## config.mk

```make
export PLATFORM = sky130hd
export DESIGN_NAME = collatz_caller_flat
export DESIGN_NICKNAME = d
export VERILOG_FILES = /design/src/rtl/collatz_caller_if.sv /design/src/rtl/collatz_caller.sv /design/src/flat_wrapper.sv
export SDC_FILE = /design/constraint.sdc
export NUM_CORES = 1
export LEC_CHECK = 0
export BUFFER_PORTS_ARGS = -buffer_cell sky130_fd_sc_hd__buf_2
export CAP_MARGIN = 5
export CORE_ASPECT_RATIO = 0.9
export CORE_UTILIZATION = 58
export CTS_CLUSTER_SIZE = 12
export DETAILED_ROUTE_END_ITERATION = 12
export PLACE_DENSITY = 0.95
export SETUP_SLACK_MARGIN = 0.4
export SYNTH_ARGS = -nofsm -noshare
export SYNTH_HDL_FRONTEND = slang
export SYNTH_SLANG_ARGS = --single-unit
```

## constraint.sdc

```tcl
create_clock -name clk -period 3.9 [get_ports clk]
set_input_delay 0.195 -clock clk [delete_from_list [all_inputs] [get_ports clk]]
set_output_delay 0.195 -clock clk [all_outputs]
set_load 0.05 [all_outputs]
```

## src/rtl/collatz_caller_if.sv

```systemverilog
// Bundle between collatz_caller and its environment: command in, kernel call/return, result stream out.
// cmd and res are valid/ready: a beat moves on a posedge where valid&&ready; valid never drops and the payload never changes until that beat moves.
interface collatz_caller_if #(
  parameter int W = 32
);
  logic         cmd_valid;
  logic         cmd_ready;
  logic [W-1:0] cmd_lo;
  logic [W-1:0] cmd_hi;
  logic         kern_rst_n;
  logic         kern_start;
  logic [W-1:0] kern_n;
  logic         kern_finish;
  logic [W-1:0] kern_ret;
  logic         res_valid;
  logic         res_ready;
  logic [W-1:0] res_n;
  logic [W-1:0] res_ret;
  logic         res_timeout;
  logic         done;
  logic [W-1:0] max_ret;
  logic [W-1:0] max_n;
  logic         any_timeout;
  logic [2:0]   state_dbg;

  modport master (
    input  cmd_valid, cmd_lo, cmd_hi, kern_finish, kern_ret, res_ready,
    output cmd_ready, kern_rst_n, kern_start, kern_n, res_valid, res_n, res_ret,
           res_timeout, done, max_ret, max_n, any_timeout, state_dbg
  );

  modport slave (
    output cmd_valid, cmd_lo, cmd_hi, kern_finish, kern_ret, res_ready,
    input  cmd_ready, kern_rst_n, kern_start, kern_n, res_valid, res_n, res_ret,
           res_timeout, done, max_ret, max_n, any_timeout, state_dbg
  );
endinterface

```

## src/rtl/collatz_caller.sv

```systemverilog
// Calls a single-argument HLS kernel once per argument in [lo, hi], resetting it before each call,
// streams one result per call and tracks the largest non-timeout return of the command.
module collatz_caller #(
  parameter int W          = 32,
  parameter int RST_CYCLES = 2,
  parameter int TIMEOUT    = 4096
) (
  input  logic             clk,
  input  logic             rst,
  collatz_caller_if.master bus
);
  typedef enum logic [2:0] {
    IDLE = 3'd0,
    KRST = 3'd1,
    WAIT = 3'd2,
    EMIT = 3'd3,
    DONE = 3'd4
  } state_t;

  localparam int CMAX = (TIMEOUT > RST_CYCLES) ? TIMEOUT : RST_CYCLES;
  localparam int CW   = $clog2(CMAX) + 1;

  state_t        state, state_d;
  logic [CW-1:0] cnt, cnt_d;
  logic [W-1:0]  hi_q, hi_d, cur_d;
  logic [W-1:0]  res_n_d, res_ret_d, max_ret_d, max_n_d;
  logic          res_timeout_d, any_timeout_d;
  logic          have_max, have_max_d;
  logic          cmd_acc, res_acc, last_call, krst_end, wait_end;

  // kern_n doubles as the current-argument register.
  assign cmd_acc   = (state == IDLE) && bus.cmd_valid && bus.cmd_ready;
  assign res_acc   = (state == EMIT) && bus.res_valid && bus.res_ready;
  assign last_call = (bus.kern_n == hi_q);
  assign krst_end  = (cnt == CW'(RST_CYCLES - 1));
  assign wait_end  = (cnt == CW'(TIMEOUT - 1));
  assign bus.state_dbg = state;

  always_ff @(posedge clk) begin
    if (rst) begin
      state           <= IDLE;
      cnt             <= '0;
      hi_q            <= '0;
      have_max        <= 1'b0;
      bus.cmd_ready   <= 1'b0;
      bus.kern_rst_n  <= 1'b0;
      bus.kern_start  <= 1'b0;
      bus.kern_n      <= '0;
      bus.res_valid   <= 1'b0;
      bus.res_n       <= '0;
      bus.res_ret     <= '0;
      bus.res_timeout <= 1'b0;
      bus.done        <= 1'b0;
      bus.max_ret     <= '0;
      bus.max_n       <= '0;
      bus.any_timeout <= 1'b0;
    end else begin
      state           <= state_d;
      cnt             <= cnt_d;
      hi_q            <= hi_d;
      have_max        <= have_max_d;
      bus.cmd_ready   <= (state_d == IDLE);
      bus.kern_rst_n  <= (state_d != KRST);
      bus.kern_start  <= (state_d == WAIT);
      bus.kern_n      <= cur_d;
      bus.res_valid   <= (state_d == EMIT);
      bus.res_n       <= res_n_d;
      bus.res_ret     <= res_ret_d;
      bus.res_timeout <= res_timeout_d;
      bus.done        <= (state_d == DONE);
      bus.max_ret     <= max_ret_d;
      bus.max_n       <= max_n_d;
      bus.any_timeout <= any_timeout_d;
    end
  end

  always_comb begin
    state_d = state;
    case (state)
      IDLE: if (cmd_acc) state_d = (bus.cmd_lo > bus.cmd_hi) ? DONE : KRST;
      KRST: if (krst_end) state_d = WAIT;
      WAIT: if (bus.kern_finish || wait_end) state_d = EMIT;
      EMIT: if (res_acc) state_d = last_call ? DONE : KRST;
      DONE: state_d = IDLE;
      default: state_d = IDLE;
    endcase
  end

  always_comb begin
    cnt_d         = (state_d != state) ? '0 : cnt + 1'b1;
    hi_d          = hi_q;
    cur_d         = bus.kern_n;
    have_max_d    = have_max;
    res_n_d       = bus.res_n;
    res_ret_d     = bus.res_ret;
    res_timeout_d = bus.res_timeout;
    max_ret_d     = bus.max_ret;
    max_n_d       = bus.max_n;
    any_timeout_d = bus.any_timeout;
    case (state)
      IDLE: if (cmd_acc) begin
        hi_d          = bus.cmd_hi;
        cur_d         = bus.cmd_lo;
        have_max_d    = 1'b0;
        max_ret_d     = '0;
        max_n_d       = '0;
        any_timeout_d = 1'b0;
      end
      WAIT: begin
        // finish is checked first so it wins on the timeout boundary
        if (bus.kern_finish) begin
          res_n_d       = bus.kern_n;
          res_ret_d     = bus.kern_ret;
          res_timeout_d = 1'b0;
        end else if (wait_end) begin
          res_n_d       = bus.kern_n;
          res_ret_d     = '1;
          res_timeout_d = 1'b1;
          any_timeout_d = 1'b1;
        end
      end
      EMIT: if (res_acc) begin
        if (!bus.res_timeout && (!have_max || bus.res_ret > bus.max_ret)) begin
          max_ret_d  = bus.res_ret;
          max_n_d    = bus.res_n;
          have_max_d = 1'b1;
        end
        // compare before increment: hi = all-ones never wraps
        if (!last_call) cur_d = bus.kern_n + 1'b1;
      end
      default: ;
    endcase
  end
endmodule

```

## src/flat_wrapper.sv

```systemverilog
// flat-port wrapper written by rule: the top's interface ports become plain ports
module collatz_caller_flat 
#(
  parameter int W          = 32,
  parameter int RST_CYCLES = 2,
  parameter int TIMEOUT    = 4096
)
  (clk, rst, bus_cmd_valid, bus_cmd_lo, bus_cmd_hi, bus_kern_finish, bus_kern_ret, bus_res_ready, bus_cmd_ready, bus_kern_rst_n, bus_kern_start, bus_kern_n, bus_res_valid, bus_res_n, bus_res_ret, bus_res_timeout, bus_done, bus_max_ret, bus_max_n, bus_any_timeout, bus_state_dbg);
  collatz_caller_if #(.W(W)) bus_i ();
  input  logic clk;
  input  logic rst;
  input wire logic [$bits(bus_i.cmd_valid)-1:0] bus_cmd_valid;
  input wire logic [$bits(bus_i.cmd_lo)-1:0] bus_cmd_lo;
  input wire logic [$bits(bus_i.cmd_hi)-1:0] bus_cmd_hi;
  input wire logic [$bits(bus_i.kern_finish)-1:0] bus_kern_finish;
  input wire logic [$bits(bus_i.kern_ret)-1:0] bus_kern_ret;
  input wire logic [$bits(bus_i.res_ready)-1:0] bus_res_ready;
  output wire logic [$bits(bus_i.cmd_ready)-1:0] bus_cmd_ready;
  output wire logic [$bits(bus_i.kern_rst_n)-1:0] bus_kern_rst_n;
  output wire logic [$bits(bus_i.kern_start)-1:0] bus_kern_start;
  output wire logic [$bits(bus_i.kern_n)-1:0] bus_kern_n;
  output wire logic [$bits(bus_i.res_valid)-1:0] bus_res_valid;
  output wire logic [$bits(bus_i.res_n)-1:0] bus_res_n;
  output wire logic [$bits(bus_i.res_ret)-1:0] bus_res_ret;
  output wire logic [$bits(bus_i.res_timeout)-1:0] bus_res_timeout;
  output wire logic [$bits(bus_i.done)-1:0] bus_done;
  output wire logic [$bits(bus_i.max_ret)-1:0] bus_max_ret;
  output wire logic [$bits(bus_i.max_n)-1:0] bus_max_n;
  output wire logic [$bits(bus_i.any_timeout)-1:0] bus_any_timeout;
  output wire logic [$bits(bus_i.state_dbg)-1:0] bus_state_dbg;
  assign bus_i.cmd_valid = bus_cmd_valid;
  assign bus_i.cmd_lo = bus_cmd_lo;
  assign bus_i.cmd_hi = bus_cmd_hi;
  assign bus_i.kern_finish = bus_kern_finish;
  assign bus_i.kern_ret = bus_kern_ret;
  assign bus_i.res_ready = bus_res_ready;
  assign bus_cmd_ready = bus_i.cmd_ready;
  assign bus_kern_rst_n = bus_i.kern_rst_n;
  assign bus_kern_start = bus_i.kern_start;
  assign bus_kern_n = bus_i.kern_n;
  assign bus_res_valid = bus_i.res_valid;
  assign bus_res_n = bus_i.res_n;
  assign bus_res_ret = bus_i.res_ret;
  assign bus_res_timeout = bus_i.res_timeout;
  assign bus_done = bus_i.done;
  assign bus_max_ret = bus_i.max_ret;
  assign bus_max_n = bus_i.max_n;
  assign bus_any_timeout = bus_i.any_timeout;
  assign bus_state_dbg = bus_i.state_dbg;
  collatz_caller #(.W(W), .RST_CYCLES(RST_CYCLES), .TIMEOUT(TIMEOUT)) u_core (.clk(clk), .rst(rst), .bus(bus_i));
endmodule
```

# ---- After elaboration in Yosys (flattened, before gate mapping)
# Index checks and enable logic that the tools add are counted.
dict set report totals {
  ff_bits 216
  input_bits 101
  output_inout_bits 170
  word_cells 87
}
dict set report op_classes {
  addsub 2
  magnitude_cmp 2
  n_eq_ne 17
  mux 30
  n_reduce_logical 20
}
# operator n
set op_table {}
lappend op_table {{32-bit two-way mux} 12}
lappend op_table {{32-bit one-hot mux with 2 select lines} 3}
lappend op_table {{32-bit greater-than comparator} 2}
lappend op_table {{32-bit by 1-bit adder with 32-bit output (second input constant)} 1}
lappend op_table {{32-bit == test} 1}
lappend op_table {{3-bit two-way mux} 6}
lappend op_table {{13-bit by 1-bit adder with 13-bit output (second input constant)} 1}
lappend op_table {{13-bit by 1-bit == test with 1-bit output (second input constant)} 1}
lappend op_table {{13-bit by 12-bit == test with 1-bit output (second input constant)} 1}
lappend op_table {{3-bit by 2-bit == test with 1-bit output (second input constant)} 4}
lappend op_table {{3-bit one-hot mux with 4 select lines} 1}
lappend op_table {{4-bit AND reduction} 3}
lappend op_table {{3-bit zero test} 2}
lappend op_table {{1-bit two-way mux} 6}
lappend op_table {{2-bit by 1-bit != test with 1-bit output (second input constant)} 3}
lappend op_table {{2-bit != test (second input constant)} 3}
lappend op_table {{2-bit nonzero test} 3}
lappend op_table {{1-bit logical AND} 5}
lappend op_table {{1-bit one-hot mux with 2 select lines} 2}
lappend op_table {{2-bit AND reduction} 2}
lappend op_table {{3-bit by 1-bit == test with 1-bit output (second input constant)} 1}
lappend op_table {{3-bit == test (second input constant)} 1}
lappend op_table {{3-bit by 1-bit != test with 1-bit output (second input constant)} 1}
lappend op_table {{3-bit != test} 1}
lappend op_table {{other kinds (3)} 5}

# ---- Longest topological paths before layout
dict set report depth {
  depth_word 7
  depth_mapped 11
  mapped_depth_nobuf 9
}

# ---- Least setup slack after synthesis
# OpenSTA, ideal clock, no wires.
dict set report synth_path {
  kind {register to register}
  from {register u_core.bus.max_ret[9] in the netlist's numbering}
  to {register u_core.bus.max_ret[10] in the netlist's numbering}
  setup_time_ns 0.132
  arrival_time_ns 2.532
  required_time_ns 3.768
  slack_ns 1.236
  path_stages_with_launch 12
  path_buffers 2
  period_less_slack_ns 2.664
  path_cell_list {dfxtp_1 > inv_1 > ha_1 > a21o_1 > nand3_1 > a21oi_1 > or4b_1 > a41oi_2 > buf_2 > buf_2 > nand3b_1 > a21oi_1}
}
dict set report synth_between {
  elab_chain_cells 5
}
# element line_no
set synth_lines {}
lappend synth_lines {{from (decl)} collatz_caller_if.sv:29} ;# res_timeout, done, max_ret, max_n, any_timeout, state_dbg
lappend synth_lines {{from (signal assigned)} collatz_caller.sv:71} ;# bus.max_ret <= max_ret_d;
lappend synth_lines {{32-bit greater-than comparator} collatz_caller.sv:123} ;# if (!bus.res_timeout && (!have_max || bus.res_ret > bus.max_ret)) begin
lappend synth_lines {{1-bit logical OR} collatz_caller.sv:123}
lappend synth_lines {{1-bit logical AND} collatz_caller.sv:123}
lappend synth_lines {{2-bit != test (no line)} --}
lappend synth_lines {{4-bit AND reduction (no line)} --}
# Every way passes these cells.
# A chain may end at the register's enable or synchronous reset.

# ---- Worst setup path in the final report
dict set report layout_path {
  from {register u_core.bus.max_ret[14] in the netlist's numbering}
  to {register u_core.bus.max_ret[20] in the netlist's numbering}
}
# The elaborated chain is that of the path after synthesis.

==> impl_results.html <==
<table>
<tr><th>Metric</th><th>Value</th></tr>
<tr><th colspan="2">Outcome</th></tr>
<tr><td>Run status</td><td>complete, no violations</td></tr>
<tr><th colspan="2">GRT</th></tr>
<tr><td>Aggregate global-route resource usage</td><td>35.9%</td></tr>
<tr><td>Number of antenna violations at the first check in global routing</td><td>0</td></tr>
<tr><td>Wire length of the first global-routing pass</td><td>55,800 um</td></tr>
<tr><td>Overflow left after global routing</td><td>0</td></tr>
<tr><td>Pin count of the biggest net entering global routing</td><td>114</td></tr>
<tr><td>Vias in the first global route</td><td>10,800</td></tr>
<tr><th colspan="2">Run</th></tr>
<tr><td>Number of maximum-capacitance violations</td><td>0</td></tr>
<tr><th colspan="2">Detailed routing</th></tr>
<tr><td>Count of routing violations after the opening detailed-route iteration</td><td>1,367</td></tr>
<tr><td>Overall routed net length</td><td>35,800 um</td></tr>
<tr><td>Via density per instance</td><td>6.17</td></tr>
<tr><td>Pre-Repair DR Iteration Count</td><td>7</td></tr>
<tr><td>DRC violations left</td><td>0</td></tr>
<tr><td>Antenna Nets Post-Route</td><td>0</td></tr>
<tr><td>Average wire length per cell after detail routing</td><td>19.2 um</td></tr>
<tr><td>Total number of vias</td><td>11,500</td></tr>
<tr><th colspan="2">STA</th></tr>
<tr><td>Total Neg Setup Slack</td><td>0 ns</td></tr>
<tr><td>Actual transition at the worst max-transition pin</td><td>0.942 ns</td></tr>
<tr><td>Final hold viol count</td><td>0</td></tr>
<tr><td>Max Clk Rate</td><td>312 MHz</td></tr>
<tr><td>RSZ-0062 raised after global routing</td><td>no</td></tr>
<tr><td>Endpoints failing setup</td><td>0</td></tr>
<tr><td>Final clock period utilization by the worst path</td><td>82.3%</td></tr>
<tr><td>Number of max-slew violations in the final report</td><td>0</td></tr>
<tr><td>Final setup margin</td><td>0.690 ns</td></tr>
<tr><td>Final critical-path required period</td><td>3.21 ns</td></tr>
<tr><td>Clock skew after layout</td><td>0.0171 ns</td></tr>
<tr><td>Max transition margin</td><td>37.2%</td></tr>
<tr><th colspan="2">Floorplanning</th></tr>
<tr><td>Initial standard-cell utilization of the core</td><td>60.3%</td></tr>
<tr><td>Overall die width</td><td>146 um</td></tr>
<tr><td>Core Rows</td><td>46</td></tr>
<tr><td>Height of the chip</td><td>131 um</td></tr>
<tr><td>Core footprint</td><td>17,900 sq um</td></tr>
<tr><td>I/O pin total</td><td>271</td></tr>
<tr><td>Die outline area</td><td>19,200 sq um</td></tr>
<tr><th colspan="2">Finish</th></tr>
<tr><td>Final core utilization</td><td>75.7%</td></tr>
<tr><td>Multi-input logic area</td><td>5830 sq um</td></tr>
<tr><td>Number of nets in the layout</td><td>1,780</td></tr>
<tr><td>Antenna diodes</td><td>0</td></tr>
<tr><td>Area Growth Syn to Fin</td><td>25.6%</td></tr>
<tr><td>Seq. cell area</td><td>4320 sq um</td></tr>
<tr><td>Fill cells</td><td>1,145</td></tr>
<tr><td>Layout cell share with drive strength beyond 1</td><td>22.6%</td></tr>
<tr><th colspan="2">CTS</th></tr>
<tr><td>Clock slew seen by the registers of the worst setup and hold paths</td><td>0.06 ns</td></tr>
<tr><td>H-tree depth</td><td>1</td></tr>
<tr><td>Number of sinks driven by the clock tree</td><td>216</td></tr>
<tr><td>Cts repair resizes</td><td>0</td></tr>
<tr><td>Clock buffer count from CTS</td><td>23</td></tr>
<tr><td>CTS Root Cell</td><td>clkbuf_16</td></tr>
<tr><td>Clock latency of the later-clocked register in the worst-skew pair</td><td>0.51 ns</td></tr>
<tr><td>Number of hold buffers added after cts</td><td>63</td></tr>
<tr><td>Number of setup buffers added after CTS</td><td>0</td></tr>
<tr><td>TritonCTS clock tree</td><td>yes</td></tr>
<tr><td>Number of buffers on the longest clock path</td><td>3</td></tr>
<tr><th colspan="2">Setup path</th></tr>
<tr><td>Startpoint of the most critical register-to-register path</td><td>u_core.bus.max_ret[14]$_SDFFE_PP0P_</td></tr>
<tr><td>Critical Path Slowest Stage Cell</td><td>a41oi_4</td></tr>
<tr><td>Endpoint class of the critical path</td><td>register</td></tr>
<tr><td>Reg2Reg Capture Point</td><td>u_core.bus.max_ret[20]$_SDFFE_PP0P_</td></tr>
<tr><td>Number of buffers and inverters on the critical path</td><td>2</td></tr>
<tr><td>Cell mode on critical path</td><td>a21oi_1</td></tr>
<tr><td>Crit-path cells</td><td>inv_1, ha_1, a21oi_1, nand2_1, a21oi_1, or4b_1, a41oi_4, buf_12, nand3b_1, a21oi_1</td></tr>
<tr><td>Worst reg-to-reg setup slack</td><td>0.69 ns</td></tr>
<tr><td>Worst Reg2Reg Path Length in Cells</td><td>10</td></tr>
<tr><td>CP Data Required Time</td><td>4.26 ns</td></tr>
<tr><td>Critical-path maximum fanout</td><td>82</td></tr>
<tr><td>CP Launch Type</td><td>register</td></tr>
<tr><td>Peak per-stage delay on the critical path</td><td>0.69 ns</td></tr>
<tr><td>Kind of critical path</td><td>register to register</td></tr>
<tr><td>Arrival time of the worst setup path</td><td>3.57 ns</td></tr>
<tr><td>Kind of cell with the highest combined delay on the critical path</td><td>compound AO/OA/AOI/OAI gates</td></tr>
<tr><th colspan="2">Placed design</th></tr>
<tr><td>Worst setup slack after placement</td><td>0.886 ns</td></tr>
<tr><td>Count of input and output buffers</td><td>270</td></tr>
<tr><td>HPWL after detailed placement</td><td>23,400 um</td></tr>
<tr><td>Final weighted congestion in routability-driven placement</td><td>0.933</td></tr>
<tr><th colspan="2">Power</th></tr>
<tr><td>Sw Pwr</td><td>1.69 mW</td></tr>
<tr><td>Peak supply drop</td><td>225 uV</td></tr>
<tr><td>Cell-internal power</td><td>3.88 mW</td></tr>
<tr><td>Power density over the cells</td><td>411 nW/um^2</td></tr>
<tr><td>Final Power</td><td>5.57 mW</td></tr>
<tr><td>Power share of the sequential group</td><td>43.5%</td></tr>
<tr><td>Part of the power in the clock network</td><td>36.8%</td></tr>
<tr><td>Share of total power consumed by net switching</td><td>30.3%</td></tr>
<tr><td>Logic pwr share</td><td>19.7%</td></tr>
<tr><td>Leakage component of the power</td><td>5.95 nW</td></tr>
<tr><th colspan="2">Hold path</th></tr>
<tr><td>Capture endpoint of the worst hold path</td><td>u_core.bus.res_ret[29]$_SDFFE_PP0P_</td></tr>
<tr><td>Worst Hold Depth</td><td>2</td></tr>
<tr><td>HP Class</td><td>input pin to register</td></tr>
<tr><td>Worst hold path startpoint</td><td>bus_kern_ret[29]</td></tr>
<tr><th colspan="2">Yosys</th></tr>
<tr><td>Primary FF master, synth</td><td>dfxtp_1</td></tr>
<tr><td>Post-synth cell types</td><td>66</td></tr>
<tr><td>Avg Inst Size Synth</td><td>8.14 sq um</td></tr>
<tr><td>Post-synth net total</td><td>1,495</td></tr>
<tr><td>Number of enable-type register cells in the synthesized netlist</td><td>0</td></tr>
<tr><td>Proportion of register bits with asynchronous set or reset after synthesis</td><td>0%</td></tr>
<tr><td>Count of state elements after synthesis</td><td>216</td></tr>
<tr><td>Cell count after synthesis</td><td>1,327</td></tr>
<tr><td>Yosys synthesis warning count</td><td>0</td></tr>
<tr><td>Sequential-to-total area share from yosys stat</td><td>40.1%</td></tr>
<tr><td>Post-synthesis instance area</td><td>10,800 sq um</td></tr>
</table>
## worst register-to-register path, stage by stage, from the launching register on
cell	delay [ns]
dfxtp_1	0.34
inv_1	0.06
ha_1	0.32
a21oi_1	0.18
nand2_1	0.10
a21oi_1	0.20
or4b_1	0.51
a41oi_4	0.69
buf_12	0.35
nand3b_1	0.22
a21oi_1	0.08
## power by group through the flow
stage	registers (mW)	clock network, mW	logic [mW]
floorplan	2.58	0	0.597
finish	2.42	2.05	1.10
detailed placement	2.46	0	1.00
global placement	2.45	0	0.972
global route	2.43	2.14	1.17
CTS	2.41	2.06	1.06
## layer usage
| layer | global-route usage [%] | wire, um | up-vias |
|---|---|---|---|
| met1 | 45.1 | 13700 | 5318 |
| met3 | 6.60 | 3660 | 178 |
| met4 | 18.8 | 2130 | 0 |
| li1 | - | - | 5204 |
| met2 | 58.7 | 16300 | 792 |
| met5 | 0 | 0 | - |
## cell type report
type	count	area share [%]
clock inverters	4	0.332
inverters	72	1.99
multi-input cells	948	43.0
repair buffers	351	15.9
flip-flops and latches	216	31.9
clock buffers	31	4.69
well taps	240	2.21
## state kept, by name, indices dropped and copies added, names as in the netlist
signal	cells
u_core.bus.res_n	32
u_core.have_max	1
u_core.bus.max_ret	32
u_core.bus.cmd_ready	1
u_core.bus.max_n	32
u_core.bus.kern_n	32
u_core.bus.res_ret	32
u_core.bus.res_timeout	1
u_core.bus.state_dbg	3
u_core.cnt	13
u_core.bus.res_valid	1
u_core.bus.kern_rst_n	1
u_core.bus.done	1
u_core.hi_q	32
u_core.bus.kern_start	1
u_core.bus.any_timeout	1
## synthesized netlist by cell type (15+ instances only)
cell / instances / area (sq um)
a21oi_1: 178 / 891
buf_2: 30 / 150
clkbuf_1: 44 / 165
dfxtp_1: 216 / 4320
ha_1: 67 / 838
inv_1: 72 / 270
nand2_1: 267 / 1000
nand3_1: 22 / 110
nand3b_1: 66 / 495
nand4_1: 25 / 156
nor2_1: 63 / 236
nor3_1: 17 / 85.1
nor4_1: 15 / 93.8
o21ai_0: 28 / 140
o221a_2: 34 / 383
xor2_1: 39 / 342
## cell families (layout without fill, tap and decap cells)
logic type / count (synthesis) / after routing / share of synthesized area, %
compound gates: 318 / 318 / 19.0
xor+xnor: 44 / 44 / 3.57
fa+ha+maj: 67 / 67 / 7.77
buf+inv: 163 / 458 / 6.26
flops: 216 / 216 / 40.1
mux: 1 / 1 / 0.0927
simple gates: 518 / 518 / 23.3
## cell usage in the layout, fill, tap and decap left out, types with 6 or more instances in the layout
master,n
o31ai_1,6
nand3b_1,66
nand4_1,25
buf_4,15
o221a_2,34
nor3_1,17
o21ai_0,28
buf_2,269
dfxtp_1,216
xor2_1,39
a21oi_1,178
clkbuf_16,23
nor4_1,14
dlygate4sd3_1,65
inv_1,72
nor2_1,62
a2bb2oi_1,6
a211oi_1,11
ha_1,67
nand3_1,22
a22oi_1,12
nand2_1,267
and3_1,10
## how the worst max path moves through the flow
stage                                              startpoint                                  end  slack [ns]  depth (start not counted)
after global routing      u_core.bus.max_ret[11]$_SDFFE_PP0P_  u_core.bus.max_ret[20]$_SDFFE_PP0P_        0.53                         10
after global placement    u_core.bus.max_ret[30]$_SDFFE_PP0P_   u_core.bus.max_ret[0]$_SDFFE_PP0P_        0.99                          9
after floorplan            u_core.bus.max_ret[9]$_SDFFE_PP0P_  u_core.bus.max_ret[10]$_SDFFE_PP0P_        1.24                         11
final                     u_core.bus.max_ret[14]$_SDFFE_PP0P_  u_core.bus.max_ret[20]$_SDFFE_PP0P_        0.69                         10
after detailed placement  u_core.bus.max_ret[14]$_SDFFE_PP0P_     u_core.bus.max_n[1]$_SDFFE_PP0P_        0.89                         10
after CTS                 u_core.bus.max_ret[14]$_SDFFE_PP0P_  u_core.bus.max_ret[27]$_SDFFE_PP0P_        0.86                         10
## metrics by stage
step           cells  hold slack (ns)  instance area (sq um)
6_report        1862           0.0218                  13600
5_1_grt         1862           0.0238                  13600
4_1_cts         1860          0.00193                  13500
3_5_place_dp    1762            0.441                  12200
3_3_place_gp    1762            0.436                  12200
2_1_floorplan   1327            0.331                  10800
No activity file was read; power rests on OpenSTA's default activity.
